File: src/rtl/eq_pkg.sv
// Shared definitions for the EQ coefficient sequencer.
//   - eq_state_e : sequencer FSM states
//   - ADDR_*     : shadow bank write addresses
//   - COEF_W     : coefficient width (Q3.29)
//   - sat_inc8   : saturating 8-bit increment for the frame counter
package eq_pkg;

  localparam int COEF_W = 32;

  localparam logic [1:0] ADDR_A1 = 2'd0;
  localparam logic [1:0] ADDR_A2 = 2'd1;
  localparam logic [1:0] ADDR_B1 = 2'd2;
  localparam logic [1:0] ADDR_B2 = 2'd3;

  typedef enum logic [2:0] {
    ST_IDLE   = 3'd0,
    ST_ARM    = 3'd1,
    ST_FLUSH  = 3'd2,
    ST_LOAD   = 3'd3,
    ST_SETTLE = 3'd4,
    ST_UNMUTE = 3'd5
  } eq_state_e;

  function automatic logic [7:0] sat_inc8(input logic [7:0] v);
    return (v == 8'hFF) ? v : v + 8'd1;
  endfunction

endpackage

File: src/rtl/eq_coef_bank.sv
// Shadow/active coefficient register pair.
//   clk_i, rst_i          : clock, async active-high reset (all regs -> 0)
//   wr_en_i/addr/data     : host write into the shadow bank, any time
//   load_i                : copy all four shadow regs into the active regs
//   a1_o, a2_o, b1_o, b2_o: active coefficients
// A write and a load in the same cycle copy the pre-write shadow value,
// which falls out of both registers updating on the same edge.
module eq_coef_bank
  import eq_pkg::*;
(
  input  logic              clk_i,
  input  logic              rst_i,
  input  logic              wr_en_i,
  input  logic [1:0]        wr_addr_i,
  input  logic [COEF_W-1:0] wr_data_i,
  input  logic              load_i,
  output logic [COEF_W-1:0] a1_o,
  output logic [COEF_W-1:0] a2_o,
  output logic [COEF_W-1:0] b1_o,
  output logic [COEF_W-1:0] b2_o
);

  logic [COEF_W-1:0] sh_a1_q, sh_a2_q, sh_b1_q, sh_b2_q;
  logic [COEF_W-1:0] act_a1_q, act_a2_q, act_b1_q, act_b2_q;

  always_ff @(posedge clk_i or posedge rst_i) begin
    if (rst_i) begin
      sh_a1_q <= '0;
      sh_a2_q <= '0;
      sh_b1_q <= '0;
      sh_b2_q <= '0;
    end else if (wr_en_i) begin
      case (wr_addr_i)
        ADDR_A1: sh_a1_q <= wr_data_i;
        ADDR_A2: sh_a2_q <= wr_data_i;
        ADDR_B1: sh_b1_q <= wr_data_i;
        default: sh_b2_q <= wr_data_i;
      endcase
    end
  end

  // All-zero active bank is a passthrough filter (b0=1 is implicit in the core).
  always_ff @(posedge clk_i or posedge rst_i) begin
    if (rst_i) begin
      act_a1_q <= '0;
      act_a2_q <= '0;
      act_b1_q <= '0;
      act_b2_q <= '0;
    end else if (load_i) begin
      act_a1_q <= sh_a1_q;
      act_a2_q <= sh_a2_q;
      act_b1_q <= sh_b1_q;
      act_b2_q <= sh_b2_q;
    end
  end

  assign a1_o = act_a1_q;
  assign a2_o = act_a2_q;
  assign b1_o = act_b1_q;
  assign b2_o = act_b2_q;

endmodule

File: src/rtl/eq_coef_sequencer.sv
// Glitch-free EQ coefficient swap sequencer.
// Mutes the EQ core on a frame boundary, waits FLUSH_FRAMES frames for the
// filter state to drain, swaps all four coefficients at once, waits
// SETTLE_FRAMES frames, then re-enables audio.
//   clk, reset        : clock, async active-high reset
//   process_start     : one-cycle frame strobe shared with the EQ core
//   wr_en/addr/data   : host writes into the shadow bank
//   commit            : request to apply the shadow bank
//   mute_req          : host mute, overrides audio_on
//   a1/a2/b1/b2_out   : active coefficients
//   audio_on          : registered audio enable
//   busy              : high outside IDLE
//   done              : one-cycle pulse in UNMUTE (UNMUTE->IDLE)
module eq_coef_sequencer
  import eq_pkg::*;
#(
  parameter int FLUSH_FRAMES  = 8,
  parameter int SETTLE_FRAMES = 2
) (
  input  logic        clk,
  input  logic        reset,
  input  logic        process_start,
  input  logic        wr_en,
  input  logic [1:0]  wr_addr,
  input  logic [31:0] wr_data,
  input  logic        commit,
  input  logic        mute_req,
  output logic [31:0] a1_out,
  output logic [31:0] a2_out,
  output logic [31:0] b1_out,
  output logic [31:0] b2_out,
  output logic        audio_on,
  output logic        busy,
  output logic        done
);

  localparam logic [7:0] FLUSH_N  = 8'(FLUSH_FRAMES);
  localparam logic [7:0] SETTLE_N = 8'(SETTLE_FRAMES);

  eq_state_e  state_q, state_d;
  logic [7:0] cnt_q, cnt_d;
  logic       pend_q, pend_d;
  logic       audio_q, audio_d;
  logic       load;
  logic [7:0] cnt_inc;

  assign cnt_inc = sat_inc8(cnt_q);

  always_ff @(posedge clk or posedge reset) begin
    if (reset) begin
      state_q <= ST_IDLE;
      cnt_q   <= '0;
      pend_q  <= 1'b0;
      audio_q <= 1'b1;
    end else begin
      state_q <= state_d;
      cnt_q   <= cnt_d;
      pend_q  <= pend_d;
      audio_q <= audio_d;
    end
  end

  always_comb begin
    state_d = state_q;
    cnt_d   = cnt_q;
    load    = 1'b0;
    case (state_q)
      ST_IDLE: begin
        if (commit || pend_q) state_d = ST_ARM;
      end
      ST_ARM: begin
        // Strobes here only start the mute; they are not counted.
        if (process_start) begin
          state_d = ST_FLUSH;
          cnt_d   = '0;
        end
      end
      ST_FLUSH: begin
        if (process_start) begin
          cnt_d = cnt_inc;
          if (cnt_inc == FLUSH_N) state_d = ST_LOAD;
        end
      end
      ST_LOAD: begin
        load    = 1'b1;
        cnt_d   = '0;
        state_d = ST_SETTLE;
      end
      ST_SETTLE: begin
        if (process_start) begin
          cnt_d = cnt_inc;
          if (cnt_inc == SETTLE_N) state_d = ST_UNMUTE;
        end
      end
      ST_UNMUTE: begin
        state_d = ST_IDLE;
      end
      default: begin
        state_d = ST_IDLE;
      end
    endcase
  end

  // One pending slot: any commit outside IDLE (including the UNMUTE cycle)
  // queues exactly one more sequence. Leaving IDLE always consumes it.
  always_comb begin
    pend_d = pend_q;
    if (state_q == ST_IDLE) pend_d = 1'b0;
    else if (commit)        pend_d = 1'b1;
  end

  // Audio is only enabled in IDLE, UNMUTE, and ARM until the frame strobe
  // that starts the mute; host mute overrides everything.
  always_comb begin
    audio_d = 1'b0;
    if (!mute_req) begin
      case (state_q)
        ST_IDLE, ST_UNMUTE: audio_d = 1'b1;
        ST_ARM:             audio_d = !process_start;
        default:            audio_d = 1'b0;
      endcase
    end
  end

  eq_coef_bank u_bank (
    .clk_i     (clk),
    .rst_i     (reset),
    .wr_en_i   (wr_en),
    .wr_addr_i (wr_addr),
    .wr_data_i (wr_data),
    .load_i    (load),
    .a1_o      (a1_out),
    .a2_o      (a2_out),
    .b1_o      (b1_out),
    .b2_o      (b2_out)
  );

  assign audio_on = audio_q;
  assign busy     = (state_q != ST_IDLE);
  assign done     = (state_q == ST_UNMUTE);

endmodule
File: config.mk
export PLATFORM = sky130hd
export DESIGN_NAME = eq_coef_sequencer
export DESIGN_NICKNAME = d
export VERILOG_FILES = /design/src/rtl/eq_pkg.sv /design/src/rtl/eq_coef_bank.sv /design/src/rtl/eq_coef_sequencer.sv
export SDC_FILE = /design/constraint.sdc
export NUM_CORES = 1
export LEC_CHECK = 0
export ABC_AREA = 0
export BUFFER_PORTS_ARGS = -buffer_cell sky130_fd_sc_hd__buf_4
export CORE_ASPECT_RATIO = 0.75
export CORE_MARGIN = 2
export CORE_UTILIZATION = 35
export CTS_CLUSTER_DIAMETER = 150
export CTS_CLUSTER_SIZE = 28
export DETAILED_ROUTE_END_ITERATION = 16
export GPL_TIMING_DRIVEN = 1
export MAX_ROUTING_LAYER = met4
export PLACE_DENSITY = 0.51
export REMOVE_ABC_BUFFERS = 1
export SYNTH_ARGS = -nofsm -noshare
export SYNTH_HDL_FRONTEND = slang
export SYNTH_SLANG_ARGS = --single-unit
File: constraint.sdc
create_clock -name clk -period 19.43 [get_ports clk]
set_input_delay 2.9145 -clock clk [delete_from_list [all_inputs] [get_ports clk]]
set_output_delay 2.9145 -clock clk [all_outputs]
set_load 0.02 [all_outputs]
==> run summary, run 1 <==
Status - completed
Crit path kind - flip-flop to output pin
Simple-gate share of the synthesized area - 2.513%
Post-synth EDFFs - 0
Ys async rst share - 100.0%
Delay-heaviest family, CP - flip-flops
Internal reg-to-reg setup slack - 16.50 ns
Largest stage delay, worst path - 0.53 ns
Hold-fix buffers, CTS - 0
CP startpoint kind - flip-flop
Final core occ - 42.47%
Worst Path Buf+Inv - 1
CTS tree - done
Share of layout cells above drive strength 1 - 57.05%
Synth Area in XOR/XNOR - 0.2525%
Reg2Reg Depth - 4
Tightest Pin Transition - 1.049 ns
Final hold vios - 0
PwrDens - 152.6 nW/um2
Fin crit period - 4.569 ns
Max Slew Vio Count - 0
Pleak - 5.593 nW
WHS Path Cells - 1
Post-DRT Antenna Nets - 0
Hold path startpoint - pend_q$_DFFE_PP0P_
Reg-to-reg startpoint - state_q[1]$_DFFE_PP0P_
Via count - 5,763
Crit-path slowest cell - dfrtp_1
FILL cells - 2,683
Peak supply drop - 60.81 uV
Residual DRC - 0
Drt first pass iters - 4
CTS clk-pin slew, worst paths - 0.11 ns
Top_reg_cell synth - dfrtp_1
Cell area after synthesis - 10,400 um2
Mux contribution to synthesized area - 27.80%
Crit-path cells - or3_1 > buf_4
Max Clk Rate - 218.9 MHz
DIE WIDTH - 203.1 um
Vias in the first global route - 6,196
Adder-Cell Fraction of Synth Area - 0.3247%
Pre-CTS WS - 14.62 ns
Cell count after synthesis - 646
Unique masters post-synth - 45
Die Y - 153.3 um
Unrepaired setup endpoints after global routing - false
Worst skew pair latency - 0.48 ns
Setup TNS - 0 ns
Postcts setup bufs - 0
Area of the multi-input gates - 3461 um2
Final setup vio count - 0
Largest family of logic cells by synthesized area - multiplexers
WL per Instance - 18.16 um
IO Port Bufs - 170
DP HPWL - 14,170 um
Cells taking the most area after synthesis - dfrtp_1 (64%), mux2_2 (28%), buf_4 (0.94%)
FF-to-FF End - u_bank.b2_o[25]$_DFFE_PP0P_
Cell area after placement - 12,040 um2
# clock sinks - 269
Yosys warns - 0
Initial Util - 35.65%
Final Net Count - 846
Die area - 31,140 um2
Vias per cell - 4.803
Hold endpoint - pend_q$_DFFE_PP0P_
Worst Path Arrival - 1.65 ns
Most area-hungry cell type in the Yosys netlist - dfrtp_1
Final Non-Filler Cells - 1,200
Hold Path Class - flip-flop to flip-flop
CP Max Fanout - 12
Largest net degree at the start of global routing - 121
CORE AREA - 29,190 um2
Skew final - 0.01448 ns
# H-tree levels - 1
Post_cts resized - 0
Seq cells post-synth - 269
Post-route clock period utilization - 23.51%
Worst Setup End Kind - output pin
Synth Area in Compound Gates - 2.189%
Row count - 54
GPL Wtd Cong - 0.7229
Post-Route WL - 21,790 um
Ant. Diodes - 0
Share of the synthesized area in the top cell type - 64.45%
CTS Buffer Depth - 3
Power Total - 1.891 mW
# IOs - 171
Placed instance count - 1,182
Fin Hold WS - 0.4961 ns
Slew HR - 30.08%
GRT Overall Usage - 14.74%
Initial antenna violation count - 0
First-pass GRT wire length - 35,610 um
Sequential area share after synthesis - 64.71%
Required time worst endpoint - 16.52 ns
Max-cap violation count - 0
Root Buffer - clkbuf_16
Drt initial violations - 300
Number of CTS-inserted buffers - 13
Grt ovf - 0
Register area - 6733 um2
Synth-to-Final Area Change - 19.13%
Syn Area/Cell - 16.11 um2
Design Area, Final - 12,400 um2
Setup WS post-layout - 14.86 ns
## area by class of cell
type	instances	area share, %
repair buffers	177	10.72
clock inverters	1	0.1312
well taps	392	3.957
clock buffers	17	2.746
inverters	5	0.2120
multi-input cells	339	27.92
flip-flops and latches	269	54.32
## cells in the mapped netlist (2+ instances only)
cell type,n
inv_1,4
a211oi_2,2
and3_1,2
buf_4,13
nor3b_1,2
clkbuf_1,2
nand2b_1,2
nor3_1,4
a311o_1,2
o31ai_1,2
buf_1,2
nor2_1,5
or3_1,2
nand3_1,7
buf_6,3
xnor2_1,2
buf_2,13
o21ai_0,6
nand2_1,9
nand3b_1,3
a31oi_1,3
dfrtp_1,268
a21oi_1,11
mux2_2,256
## power by group
| part | switching [mW] | internal (mW) |
|---|---|---|
| Clock | 0.172 | 0.126 |
| Combinational | 0.364 | 0.364 |
| Sequential | 0.114 | 0.750 |
| Total | 0.650 | 1.24 |
## routing by layer
layer	part of all wire (%)	up-vias	global-route usage (%)
li1	-	2604	-
met1	46	3002	20.04
met5	0	-	-
met3	7.3	24	4.371
met4	1.5	0	2.676
met2	45	133	22.11
## cell usage in the layout (no fill, tap or decap), types with 4 or more instances in the layout
| cell | count |
|---|---|
| dfrtp_1 | 268 |
| mux2_2 | 256 |
| buf_4 | 177 |
| clkbuf_16 | 13 |
| a21oi_1 | 11 |
| nand2_1 | 8 |
| nand3_1 | 6 |
| o21ai_0 | 6 |
| nor2_1 | 5 |
| nor3_1 | 4 |
| clkbuf_1 | 4 |
## logic make-up after synthesis
logic type,count (synthesis)
DFF,269
adders and majority gates,3
buffers and inverters,38
and+or+nand+nor,43
muxes,257
AOI/OAI and AO/OA,33
xor gates and xnor gates,3
## worst max-delay path by stage
stage | depth (start not counted) | slack, ns | start | end
2_1_floorplan | 1 | 9.11 | reset | cnt_q[0]$_DFFE_PP0P_
3_3_place_gp | 3 | 14.70 | reset | u_bank.b1_o[8]$_DFFE_PP0P_
3_5_place_dp | 3 | 14.62 | reset | u_bank.b2_o[8]$_DFFE_PP0P_
4_1_cts | 2 | 14.82 | state_q[0]$_DFFE_PP0P_ | busy
5_1_grt | 2 | 14.77 | state_q[0]$_DFFE_PP0P_ | busy
6_report | 2 | 14.86 | state_q[0]$_DFFE_PP0P_ | busy
## flip-flops by register name, indices dropped and copies added, names as in the netlist, 32 cells and up
signal	flops
u_bank.b2_o	32
u_bank.b1_o	32
u_bank.sh_a2_q	32
u_bank.sh_a1_q	32
u_bank.sh_b2_q	32
u_bank.a1_o	32
u_bank.a2_o	32
u_bank.sh_b1_q	32
Note: power is estimated with default switching activity, not from simulation.
==> run 2, diff against run 1 <==
PLACE_DENSITY = 0.53   (was 0.51)
clock period = 3.75 ns   (was 19.43 ns; I/O delays follow)
==> run 2 against run 1 <==
Net effect:
- worst hold slack worse by 0.30 ns
- largest power group unchanged
- total power rose to 5.2 times the previous value
- combinational power rose to 5.2 times the previous value
- critical endpoint is now u_bank.b1_o[26]$_DFFE_PP0P_
- setup slack worse by 13 ns
==> run summary, run 2 (same netlist as run 1, synthesis figures left out) <==
Vias per cell - 4.878
Drt initial violations - 257
Worst skew pair latency - 0.48 ns
Unrepaired setup endpoints after global routing - false
Reg2Reg Depth - 4
Pleak - 5.623 nW
Drt first pass iters - 4
Final setup vio count - 0
Share of layout cells above drive strength 1 - 57.21%
Die Y - 153.3 um
Max-cap violation count - 0
Crit-path slowest cell - dfrtp_1
CTS tree - done
CTS Buffer Depth - 3
Hold endpoint - audio_on$_DFF_PP1_
GPL Wtd Cong - 0.7873
Internal - 6.442 mW
Post-DRT Antenna Nets - 0
Largest net degree at the start of global routing - 108
Setup WS post-layout - 1.520 ns
Final Net Count - 849
# H-tree levels - 1
Post_cts resized - 0
GRT Overall Usage - 15.03%
CP Depth - 4
Postcts setup bufs - 0
Die area - 31,140 um2
Commonest cells after routing, fill and taps aside - dfrtp_1 (268), mux2_2 (256), buf_4 (177)
Pre-CTS WS - 1.521 ns
Status - completed
DP HPWL - 14,880 um
Worst Setup End Kind - flip-flop
Tightest Pin Transition - 0.7894 ns
Comb pwr share - 38.4%
CTS clk-pin slew, worst paths - 0.11 ns
Hold-fix buffers, CTS - 0
Ant. Diodes - 0
Internal reg-to-reg setup slack - 1.52 ns
Clock power share - 15.9%
Switching power total - 3.407 mW
Post-route clock period utilization - 59.46%
Delay-heaviest family, CP - simple AND/OR/NAND/NOR gates
Placed instance count - 1,185
Initial antenna violation count - 0
Peak supply drop - 343.0 uV
Initial Util - 35.65%
Post-Route WL - 22,790 um
Max Slew Vio Count - 0
Root Buffer - clkbuf_16
DIE WIDTH - 203.1 um
Number of CTS-inserted buffers - 13
Final Non-Filler Cells - 1,203
WL per Instance - 18.94 um
Slew HR - 47.38%
PwrDens - 790.7 nW/um2
# clock sinks - 269
Worst Path Buf+Inv - 1
# IOs - 171
Hold path startpoint - mute_req
Worst Path Arrival - 2.59 ns
Via count - 5,868
CORE AREA - 29,190 um2
Fin crit period - 2.230 ns
Required time worst endpoint - 4.11 ns
WHS Path Cells - 2
First-pass GRT wire length - 36,010 um
Crit path kind - flip-flop to flip-flop
CP startpoint kind - flip-flop
Reg-to-reg startpoint - state_q[1]$_DFFE_PP0P_
IO Port Bufs - 170
Grt ovf - 0
Synth-to-Final Area Change - 19.71%
Skew final - 0.01581 ns
Largest stage delay, worst path - 0.51 ns
Residual DRC - 0
CP Max Fanout - 34
Row count - 54
FF-to-FF End - u_bank.b1_o[26]$_DFFE_PP0P_
Most common cell after layout, fill and taps aside - dfrtp_1
Crit-path cells - and2b_1 > nand2_4 > buf_4 > mux2_2
Max Clk Rate - 448.5 MHz
Final hold vios - 0
Vias in the first global route - 6,265
Switching Fraction - 34.59%
Power Total - 9.848 mW
Hold Path Class - input port to flip-flop
Seq pwr share - 45.7%
==> run 2: changes by cell type in the layout (fill, tap and decap cells not counted) <==
cell,previous run,this run
buf_12,0,3
==> run 2: area by class of cell <==
class	count	area, um2
fillers	2688	16730
flip-flops and latches	269	6733
multi-input cells	339	3461
repair buffers	180	1389
well taps	392	490.5
clock buffers	17	340.3
inverters	5	26.28
clock inverters	1	16.27
==> run 2: power groups by stage <==
stage               registers (mW)  clock network (mW)  logic (mW)
CTS                           4.52                1.64        3.84
detailed placement            4.57                   0        3.84
finish                        4.51                1.57        3.78
global route                  4.65                1.74        4.04
floorplan                     5.24                   0        1.51
global placement              4.53                   0        3.76
==> run 2: routing by layer <==
| layer | routed length, um | global-route usage [%] | vias up |
|---|---|---|---|
| met5 | 0 | - | - |
| met4 | 442 | 3.024 | 0 |
| met3 | 1282 | 3.326 | 28 |
| met2 | 9843 | 21.71 | 147 |
| met1 | 11220 | 21.76 | 3078 |
| li1 | - | - | 2615 |
==> run 2: worst max path at each step <==
stage	start	endpoint
floorplan	reset	cnt_q[0]$_DFFE_PP0P_
global placement	state_q[1]$_DFFE_PP0P_	u_bank.b1_o[21]$_DFFE_PP0P_
detailed placement	state_q[1]$_DFFE_PP0P_	u_bank.b1_o[21]$_DFFE_PP0P_
CTS	state_q[1]$_DFFE_PP0P_	u_bank.b1_o[26]$_DFFE_PP0P_
global route	state_q[1]$_DFFE_PP0P_	u_bank.b1_o[26]$_DFFE_PP0P_
finish	state_q[1]$_DFFE_PP0P_	u_bank.b1_o[26]$_DFFE_PP0P_
==> run 2: stage by stage <==
| step | TNS [ns] | hold slack, ns | instance area [um2] | util (%) |
|---|---|---|---|---|
| 2_1_floorplan | -1160.64 | 0.4522 | 10190 | - |
| 3_3_place_gp | 0 | 0.4771 | 12100 | 41.45 |
| 3_5_place_dp | 0 | 0.4727 | 12100 | 41.45 |
| 4_1_cts | 0 | 0.1660 | 12460 | 42.67 |
| 5_1_grt | 0 | 0.1602 | 12460 | 42.67 |
| 6_report | 0 | 0.1925 | 12460 | 42.67 |
==> run 3, diff against run 2 <==
ABC_AREA = 1   (was 0)
clock period = 2 ns   (was 3.75 ns; I/O delays follow)
==> run 3 against run 2 <==
Net effect:
- clock skew rose by 0.0010 ns
- die area fell by 1.8%
- synthesized area fell by 1.8%
- count of clock-buffer cells in the layout did not move
- combinational power rose by 56%
- utilization rose by 0.44 points
- cell area barely moved
==> run summary, run 3 <==
WL per Instance - 14.75 um
Final Net Count - 1,306
Post-DRT Antenna Nets - 0
Crit-path cells - inv_2 > nor3_1 > buf_4
Via count - 7,547
CORE AREA - 28,920 um2
Slew HR - 64.00%
Residual DRC - 0
Syn Area/Cell - 9.185 um2
Synth-to-Final Area Change - 22.06%
Final setup vio count - 0
FILL cells - 2,918
Max Clk Rate - 555.2 MHz
Number of CTS-inserted buffers - 13
Simple-gate share of the synthesized area - 22.17%
First-pass GRT wire length - 40,250 um
Most common cell after layout, fill and taps aside - nand2_1
Post-Route WL - 24,490 um
DIE WIDTH - 201.3 um
Postcts setup bufs - 0
Count leader, synth - nand2_1
Synth Area in XOR/XNOR - 0.1715%
Unrepaired setup endpoints after global routing - false
Share of layout cells above drive strength 1 - 17.90%
Die Y - 151.9 um
DP HPWL - 15,300 um
Commonest cells after routing, fill and taps aside - nand2_1 (545), dfrtp_1 (268), buf_4 (176)
Top_reg_cell synth - dfrtp_1
Vias per cell - 4.546
Hold-fix buffers, CTS - 2
Max-cap violation count - 0
Seq cells post-synth - 269
Top sig layer - met4
Initial Util - 35.32%
Required time worst endpoint - 1.70 ns
Pre-CTS WS - 0.2589 ns
Post_cts resized - 0
CTS tree - done
Cell area after synthesis - 10,210 um2
Unique masters post-synth - 25
Crit-path slowest cell - dfrtp_1
Metal2 WL - 10,460 um
Ys async rst share - 100.0%
Initial antenna violation count - 0
Sequential area share after synthesis - 65.92%
CTS clk-pin slew, worst paths - 0.10 ns
Drt first pass iters - 6
Share of the synthesized area in the top cell type - 65.66%
Root Buffer - clkbuf_16
Ant. Diodes - 0
# IOs - 171
# clock sinks - 269
Setup TNS - 0 ns
Hold Path Class - input port to flip-flop
Met1 WL - 12,550 um
Top post-synthesis cells by count - nand2_1 (545), dfrtp_1 (268), o21ai_0 (132), inv_1 (53), clkbuf_1 (29)
Delay-heaviest family, CP - flip-flops
Adder-Cell Fraction of Synth Area - 0.1225%
Most area-hungry cell type in the Yosys netlist - dfrtp_1
Largest stage delay, worst path - 0.45 ns
# H-tree levels - 1
Fin crit period - 1.801 ns
Largest net degree at the start of global routing - 108
Met3 WL - 1025 um
CP startpoint kind - flip-flop
Vias in the first global route - 7,390
Final hold vios - 0
Worst Setup End Kind - output pin
Cell count after synthesis - 1,112
GRT Overall Usage - 16.65%
Worst Path Buf+Inv - 2
Yosys warns - 0
Worst skew pair latency - 0.48 ns
Synth Area in Compound Gates - 7.179%
GPL Wtd Cong - 0.8192
Row count - 54
Worst Path Arrival - 1.50 ns
Crit path kind - flip-flop to output pin
Largest family of logic cells by synthesized area - simple AND/OR/NAND/NOR gates
Post-route clock period utilization - 90.05%
Mux contribution to synthesized area - 0%
Drt initial violations - 581
Status - completed
Peak supply drop - 630.2 uV
Post-synth EDFFs - 0
Skew final - 0.01683 ns
Pleak - 6.677 nW
Tightest Pin Transition - 0.5400 ns
IO Port Bufs - 170
CTS Buffer Depth - 3
Max Slew Vio Count - 0
PwrDens - 1340 nW/um2
Final core occ - 43.11%
CP Max Fanout - 5
Grt ovf - 0
Setup WS post-layout - 0.1989 ns
Cells taking the most area after synthesis - dfrtp_1 (66%), nand2_1 (20%), o21ai_0 (6.5%)
Die area - 30,580 um2
==> run 3: layout make-up <==
class	instances	area, um2	share of cell area [%]
Clock buffer	17	340.3	2.730
Clock inverter	1	16.27	0.1305
Inverter	59	231.5	1.857
Multi-Input combinational cell	731	3054	24.50
Sequential cell	269	6733	54.00
Tap cell	392	490.5	3.934
Timing Repair Buffer	191	1602	12.85
==> run 3: through the flow <==
step | std cells | power (mW) | hold slack [ns] | cell area, um2
2_1_floorplan | 1059 | 11.21 | 0.3296 | 9982
3_3_place_gp | 1640 | 13.92 | 0.3730 | 12090
3_5_place_dp | 1640 | 13.99 | 0.3738 | 12090
4_1_cts | 1660 | 17.00 | 0.01651 | 12470
5_1_grt | 1660 | 17.85 | 0.01732 | 12470
6_report | 1660 | 16.71 | 0.04340 | 12470
==> run 3: logic make-up after synthesis <==
| group | after synthesis |
|---|---|
| simple gates | 584 |
| buf+inv | 112 |
| fa+ha+maj | 1 |
| xor+xnor | 2 |
| flops | 269 |
| compound gates | 144 |
==> run 3: where the power goes <==
| group | internal, mW | switching, mW |
|---|---|---|
| combinational | 2.29 | 3.60 |
| sequential | 6.94 | 0.946 |
| clock | 1.23 | 1.71 |
==> run 3: path summary, 6_finish.rpt <==
kind,depth (start not counted),from,slack (ns),end
setup / recovery,3,state_q[2]$_DFFE_PP0P_,0.20,done
hold / removal,2,commit,0.04,pend_q$_DFFE_PP0P_
setup reg to reg,13,cnt_q[0]$_DFFE_PP0P_,0.23,state_q[1]$_DFFE_PP0P_
hold reg to reg,2,u_bank.b2_o[2]$_DFFE_PP0P_,0.48,u_bank.b2_o[2]$_DFFE_PP0P_
max in group asynchronous,4,reset,0.92,u_bank.a2_o[22]$_DFFE_PP0P_
min in group asynchronous,3,reset,0.39,u_bank.a2_o[19]$_DFFE_PP0P_
==> run 3: routing by layer <==
layer / vias to the layer above / GRT usage [%]
met4: 0 / 3.326
met5: - / -
met2: 165 / 24.45
met1: 3603 / 24.71
li1: 3752 / -
met3: 27 / 2.381
